<file path="src/rtl/pipe_skid_reg.sv">
// Pipeline-stage register with a 2-entry skid buffer, flush-to-bubble and
// saturating stall/flush counters. in_ready comes straight from a flop.
module pipe_skid_reg #(
    parameter int DATA_WIDTH = 32,
    parameter int CTRL_WIDTH = 16,
    parameter int CNT_WIDTH  = 16,
    parameter bit FLUSH_DATA = 1'b0
) (
    input  logic                  clk,
    input  logic                  rstn,
    input  logic                  flush,
    input  logic                  in_valid,
    output logic                  in_ready,
    input  logic [CTRL_WIDTH-1:0] in_ctrl,
    input  logic [DATA_WIDTH-1:0] in_data,
    output logic                  out_valid,
    input  logic                  out_ready,
    output logic [CTRL_WIDTH-1:0] out_ctrl,
    output logic [DATA_WIDTH-1:0] out_data,
    output logic [1:0]            occupancy,
    output logic [CNT_WIDTH-1:0]  stall_cnt,
    output logic [CNT_WIDTH-1:0]  flush_cnt
);

    // Handshake: a beat moves when valid and ready are both high at a rising
    // edge. in_valid never waits on in_ready; in_ready = !skid_valid, from a flop.
    // The state encoding equals the number of entries held, so it doubles as
    // the occupancy output.
    typedef enum logic [1:0] {
        ST_EMPTY = 2'd0,
        ST_ONE   = 2'd1,
        ST_FULL  = 2'd2
    } state_e;

    state_e                state_q, state_d;
    logic                  in_ready_q;
    logic [CTRL_WIDTH-1:0] main_ctrl_q, main_ctrl_d;
    logic [DATA_WIDTH-1:0] main_data_q, main_data_d;
    logic [CTRL_WIDTH-1:0] skid_ctrl_q, skid_ctrl_d;
    logic [DATA_WIDTH-1:0] skid_data_q, skid_data_d;
    logic [CNT_WIDTH-1:0]  stall_cnt_q, stall_cnt_d;
    logic [CNT_WIDTH-1:0]  flush_cnt_q, flush_cnt_d;

    logic main_valid;
    logic skid_valid;
    logic accept;
    logic drain;

    assign main_valid = (state_q != ST_EMPTY);
    assign skid_valid = (state_q == ST_FULL);
    assign accept     = in_valid & in_ready_q;
    assign drain      = main_valid & out_ready;

    // State register
    always_ff @(posedge clk or negedge rstn) begin
        if (!rstn) begin
            state_q    <= ST_EMPTY;
            in_ready_q <= 1'b1;
        end else begin
            state_q    <= state_d;
            in_ready_q <= (state_d != ST_FULL);
        end
    end

    // Next-state logic; flush overrides every transition
    always_comb begin
        state_d = state_q;
        if (flush) begin
            state_d = ST_EMPTY;
        end else begin
            case (state_q)
                ST_EMPTY: if (accept) state_d = ST_ONE;
                ST_ONE: begin
                    if (accept && !drain)      state_d = ST_FULL;
                    else if (!accept && drain) state_d = ST_EMPTY;
                end
                ST_FULL:  if (drain) state_d = ST_ONE;
                default:  state_d = ST_EMPTY;
            endcase
        end
    end

    // Entry and counter updates. Control bits are cleared whenever an entry
    // empties so out_ctrl reads 0 on every bubble.
    always_comb begin
        main_ctrl_d = main_ctrl_q;
        main_data_d = main_data_q;
        skid_ctrl_d = skid_ctrl_q;
        skid_data_d = skid_data_q;
        stall_cnt_d = stall_cnt_q;
        flush_cnt_d = flush_cnt_q;

        if (flush) begin
            main_ctrl_d = '0;
            skid_ctrl_d = '0;
            if (FLUSH_DATA) begin
                main_data_d = '0;
                skid_data_d = '0;
            end
        end else begin
            case (state_q)
                ST_EMPTY: begin
                    if (accept) begin
                        main_ctrl_d = in_ctrl;
                        main_data_d = in_data;
                    end
                end
                ST_ONE: begin
                    if (accept && drain) begin
                        main_ctrl_d = in_ctrl;
                        main_data_d = in_data;
                    end else if (accept) begin
                        skid_ctrl_d = in_ctrl;
                        skid_data_d = in_data;
                    end else if (drain) begin
                        main_ctrl_d = '0;
                    end
                end
                ST_FULL: begin
                    if (drain) begin
                        main_ctrl_d = skid_ctrl_q;
                        main_data_d = skid_data_q;
                        skid_ctrl_d = '0;
                    end
                end
                default: begin
                    main_ctrl_d = '0;
                    skid_ctrl_d = '0;
                end
            endcase
        end

        if (main_valid && !out_ready && (stall_cnt_q != {CNT_WIDTH{1'b1}}))
            stall_cnt_d = stall_cnt_q + CNT_WIDTH'(1);
        if (flush && (main_valid || skid_valid) && (flush_cnt_q != {CNT_WIDTH{1'b1}}))
            flush_cnt_d = flush_cnt_q + CNT_WIDTH'(1);
    end

    always_ff @(posedge clk or negedge rstn) begin
        if (!rstn) begin
            main_ctrl_q <= '0;
            main_data_q <= '0;
            skid_ctrl_q <= '0;
            skid_data_q <= '0;
            stall_cnt_q <= '0;
            flush_cnt_q <= '0;
        end else begin
            main_ctrl_q <= main_ctrl_d;
            main_data_q <= main_data_d;
            skid_ctrl_q <= skid_ctrl_d;
            skid_data_q <= skid_data_d;
            stall_cnt_q <= stall_cnt_d;
            flush_cnt_q <= flush_cnt_d;
        end
    end

    assign in_ready  = in_ready_q;
    assign out_valid = main_valid;
    assign out_ctrl  = main_ctrl_q;
    assign out_data  = main_data_q;
    assign occupancy = state_q;
    assign stall_cnt = stall_cnt_q;
    assign flush_cnt = flush_cnt_q;

endmodule

</file>
<file path="config.mk">
export PLATFORM = sky130hd
export DESIGN_NAME = pipe_skid_reg
export DESIGN_NICKNAME = d
export VERILOG_FILES = /design/src/rtl/pipe_skid_reg.sv
export SDC_FILE = /design/constraint.sdc
export NUM_CORES = 1
export LEC_CHECK = 0
export BUFFER_PORTS_ARGS = -buffer_cell sky130_fd_sc_hd__buf_2
export CELL_PAD_IN_SITES_DETAIL_PLACEMENT = 1
export CELL_PAD_IN_SITES_GLOBAL_PLACEMENT = 1
export CORE_ASPECT_RATIO = 0.5
export CORE_MARGIN = 10
export CORE_UTILIZATION = 45
export DETAILED_ROUTE_END_ITERATION = 8
export GPL_TIMING_DRIVEN = 0
export PLACE_DENSITY_LB_ADDON = 0.1
export SLEW_MARGIN = 40
export SYNTH_ARGS = -nofsm -noshare
export SYNTH_HDL_FRONTEND = slang
export SYNTH_SLANG_ARGS = --single-unit
export TNS_END_PERCENT = 30
</file>
<file path="constraint.sdc">
create_clock -name clk -period 4.8 [get_ports clk]
set_input_delay 1.44 -clock clk [delete_from_list [all_inputs] [get_ports clk]]
set_output_delay 1.44 -clock clk [all_outputs]
set_load 0.005 [all_outputs]
</file>
==> impl_metrics.yaml <==
sta:
  fmax_mhz: 338
  finalMaxSlewViolations: 0
  worstMarginPinSlew_ns: 0.614
  fin_crit_sh_pct: 61.6
  slew_headroom_pct: 59.0
  hold_viol: 0
  rsz0062_at_grt: "false"
  fin_skew_ns: 0.00970
  period_minus_slack_ns: 2.96
  setup_tns_ns: 0
  setup_viol: 0
worst_setup_path:
  critPathSlowestCell: "dfrtp_1"
  r2r_slack_ns: 2.56
  crit_type: "reg -> out"
  cp.required_ns: 3.36
  crit_chain: "buf_2 > or2_2 > buf_2"
  crit_path_end_kind: "output pin"
  crit_path_max_incr_delay_ns: 0.44
  arrival_ns: 1.52
  cp_max_fo: 10
  cpMostUsedCell: "buf_2"
  startpoint_type: "register"
logic_synthesis:
  ys_ff_latch: 131
  synth_most_common_cell: "dfrtp_1"
  synth_flop_cell: "dfrtp_1"
  synth_area_leaders: "dfrtp_1 (56%), mux2_2 (12%), nand2_1 (6.8%)"
  yosysUniqueCellTypes: 48
  yosysTopAreaCellShare_pct: 56.0
  yosysTopAreaCell: "dfrtp_1"
  yosysWarnings: 0
  synth_edf_count: 0
  netlist_area_mm2: 0.00581
  netlist_instances: 495
  synth.cells.most_frequent: "dfrtp_1 (130), nand2_1 (105), mux2_2 (64)"
  ys_async_sr_fraction_pct: 100
  seq_area_frac_synth_pct: 56.5
  syn_area_per_cell_um2: 11.7
  syn-num-nets: 550
layout:
  finalInstanceArea_mm2: 0.00739
  seq_area_mm2: 0.00328
  area_delta_synth_final_pct: 27.2
  fill_cells: 1394
  nets: 705
  layout-drive-gt1-share_pct: 38.8
  multiInputGateArea_mm2: 0.00240
  final_util_pct: 58.4
pwr:
  max-vdd-ir-drop_mv: 0.257
  totalPowerFinal_mw: 3.33
  p_leak_nw: 3.69
  p_per_area_mw_per_mm2: 451
floorplanning:
  fp.dieW_um: 181
  die_y_um: 100
  start_util_pct: 45.9
  dieArea_mm2: 0.0181
  core_area_mm2: 0.0127
  rows: 29
  io_pins: 137
clock_network:
  cts.sinks: 131
  cts_inserted_buffers: 17
  clkTransAtPathRegs_ns: 0.06
  cts.hold.buffers_added: 0
  insertion_delay_ns: 0.41
  htree_levels: 4
  cts-root-buf: "clkbuf_16"
  cts_tree: "yes"
  cts_resized: 0
  post_cts.repair.setup_buffers: 0
  clock_path_buffers: 2
drt:
  dr_total_vias: 4446
  drtAntennaViolNets: 0
  wl_um: 16400
  routed_via_density: 5.33
  first_pass_iters: 4
  wl_per_cell_um: 19.7
  drc: 0
  dr.first_iter.drc_count: 275
placed_design:
  portBuffers: 134
  place_congestion: 0.814
  dp_hpwl_um: 11400
  post_dp_cell_area_mm2: 0.00676
job:
  cap_violations: 0
status:
  status: "completed"
grt:
  grt_overflow: 0
  grt_pass1_wl_um: 26600
  grt_start_max_net_pins: 71
  antenna_found_initial: 1
  track_usage_pct: 18.1
  grt_pass1_vias: 4911
min_path:
  hp-class: "reg -> reg"
## cell usage in the layout, fill, tap and decap left out, types with 5 or more instances in the layout
cell type	netlist	layout
xor2_1	21	21
nand4_1	7	7
nand3_1	12	12
clkbuf_16	0	17
nand2_1	105	105
a21oi_1	5	5
a22oi_1	17	17
dfrtp_1	130	130
mux2_2	64	64
buf_2	13	146
nor3_1	9	9
clkinvlp_4	0	5
clkbuf_1	11	11
nor2_1	8	8
a22o_1	16	16
o2bb2ai_1	16	16
xnor2_1	8	8
nor4_1	8	8
## power by group
part / internal [mW] / switching, mW / total [mW] / leakage (nW)
clock: 0.875 / 0.500 / 1.37 / 0.294
combinational: 0.274 / 0.234 / 0.508 / 1.72
sequential: 1.30 / 0.144 / 1.45 / 1.68
## stage by stage
| step | cells | hold WS, ns | worst slack, ns |
|---|---|---|---|
| final | 834 | 0.491 | 1.84 |
| after global routing | 833 | 0.513 | 1.77 |
| after CTS | 833 | 0.493 | 1.83 |
| after detailed placement | 801 | 0.472 | 1.50 |
| after global placement | 799 | 0.469 | 0.406 |
| after floorplan | 495 | 0.466 | 1.95 |
## area by class of cell
type                       instances  share of cell area [%]
antenna                            1                  0.0339
buffer                            27                    1.74
clock buffer                      21                    6.50
clock inverter                    11                    2.03
inverter                           1                  0.0508
multi-input combinational        336                    32.4
sequential                       131                    44.4
tap                              170                    2.88
timing repair buffer             136                    9.95
## cells by family (layout without fill, tap and decap cells)
kind of cell,count (synthesis),count (layout),synth area share (%)
buffers and inverters,28,196,2.28
DFF,131,131,56.5
adders and majority gates,2,2,0.431
AOI/OAI and AO/OA,65,65,9.26
and+or+nand+nor,174,174,14.4
other,0,1,0
muxes,66,66,12.8
xor gates and xnor gates,29,29,4.37
## worst paths after layout
check,start,cells after the start,endpoint
hold / removal,out_ctrl[11],1,out_ctrl[11]
hold reg to reg,out_ctrl[11],1,out_ctrl[11]
min in group asynchronous,rstn,1,out_data[12]
setup reg to reg,occupancy[1],5,skid_data_q[24]
max in group asynchronous,rstn,3,in_ready
setup / recovery,occupancy[1],3,out_valid
## routing by layer
layer	track usage (%)	up-vias	part of all wire, %
li1	-	2071	-
met1	21.8	2269	43
met2	30.3	93	49
met3	7.58	11	6.9
met4	3.32	2	0.53
met5	0	-	0.061
## flip-flops by register name (all words and copies together), names as in the netlist
name         count
flush_cnt       16
stall_cnt       16
skid_ctrl_q     16
out_data        32
occupancy        2
out_ctrl        16
in_ready         1
skid_data_q     32
## critical path: cells and delay by family, from the launching register on
kind / cells / cell delay [ns]
flip-flops: 1 / 0.44
buffers and inverters: 2 / 0.35
AND/OR/NAND/NOR: 1 / 0.33
Power figures use the tool's default switching activity.
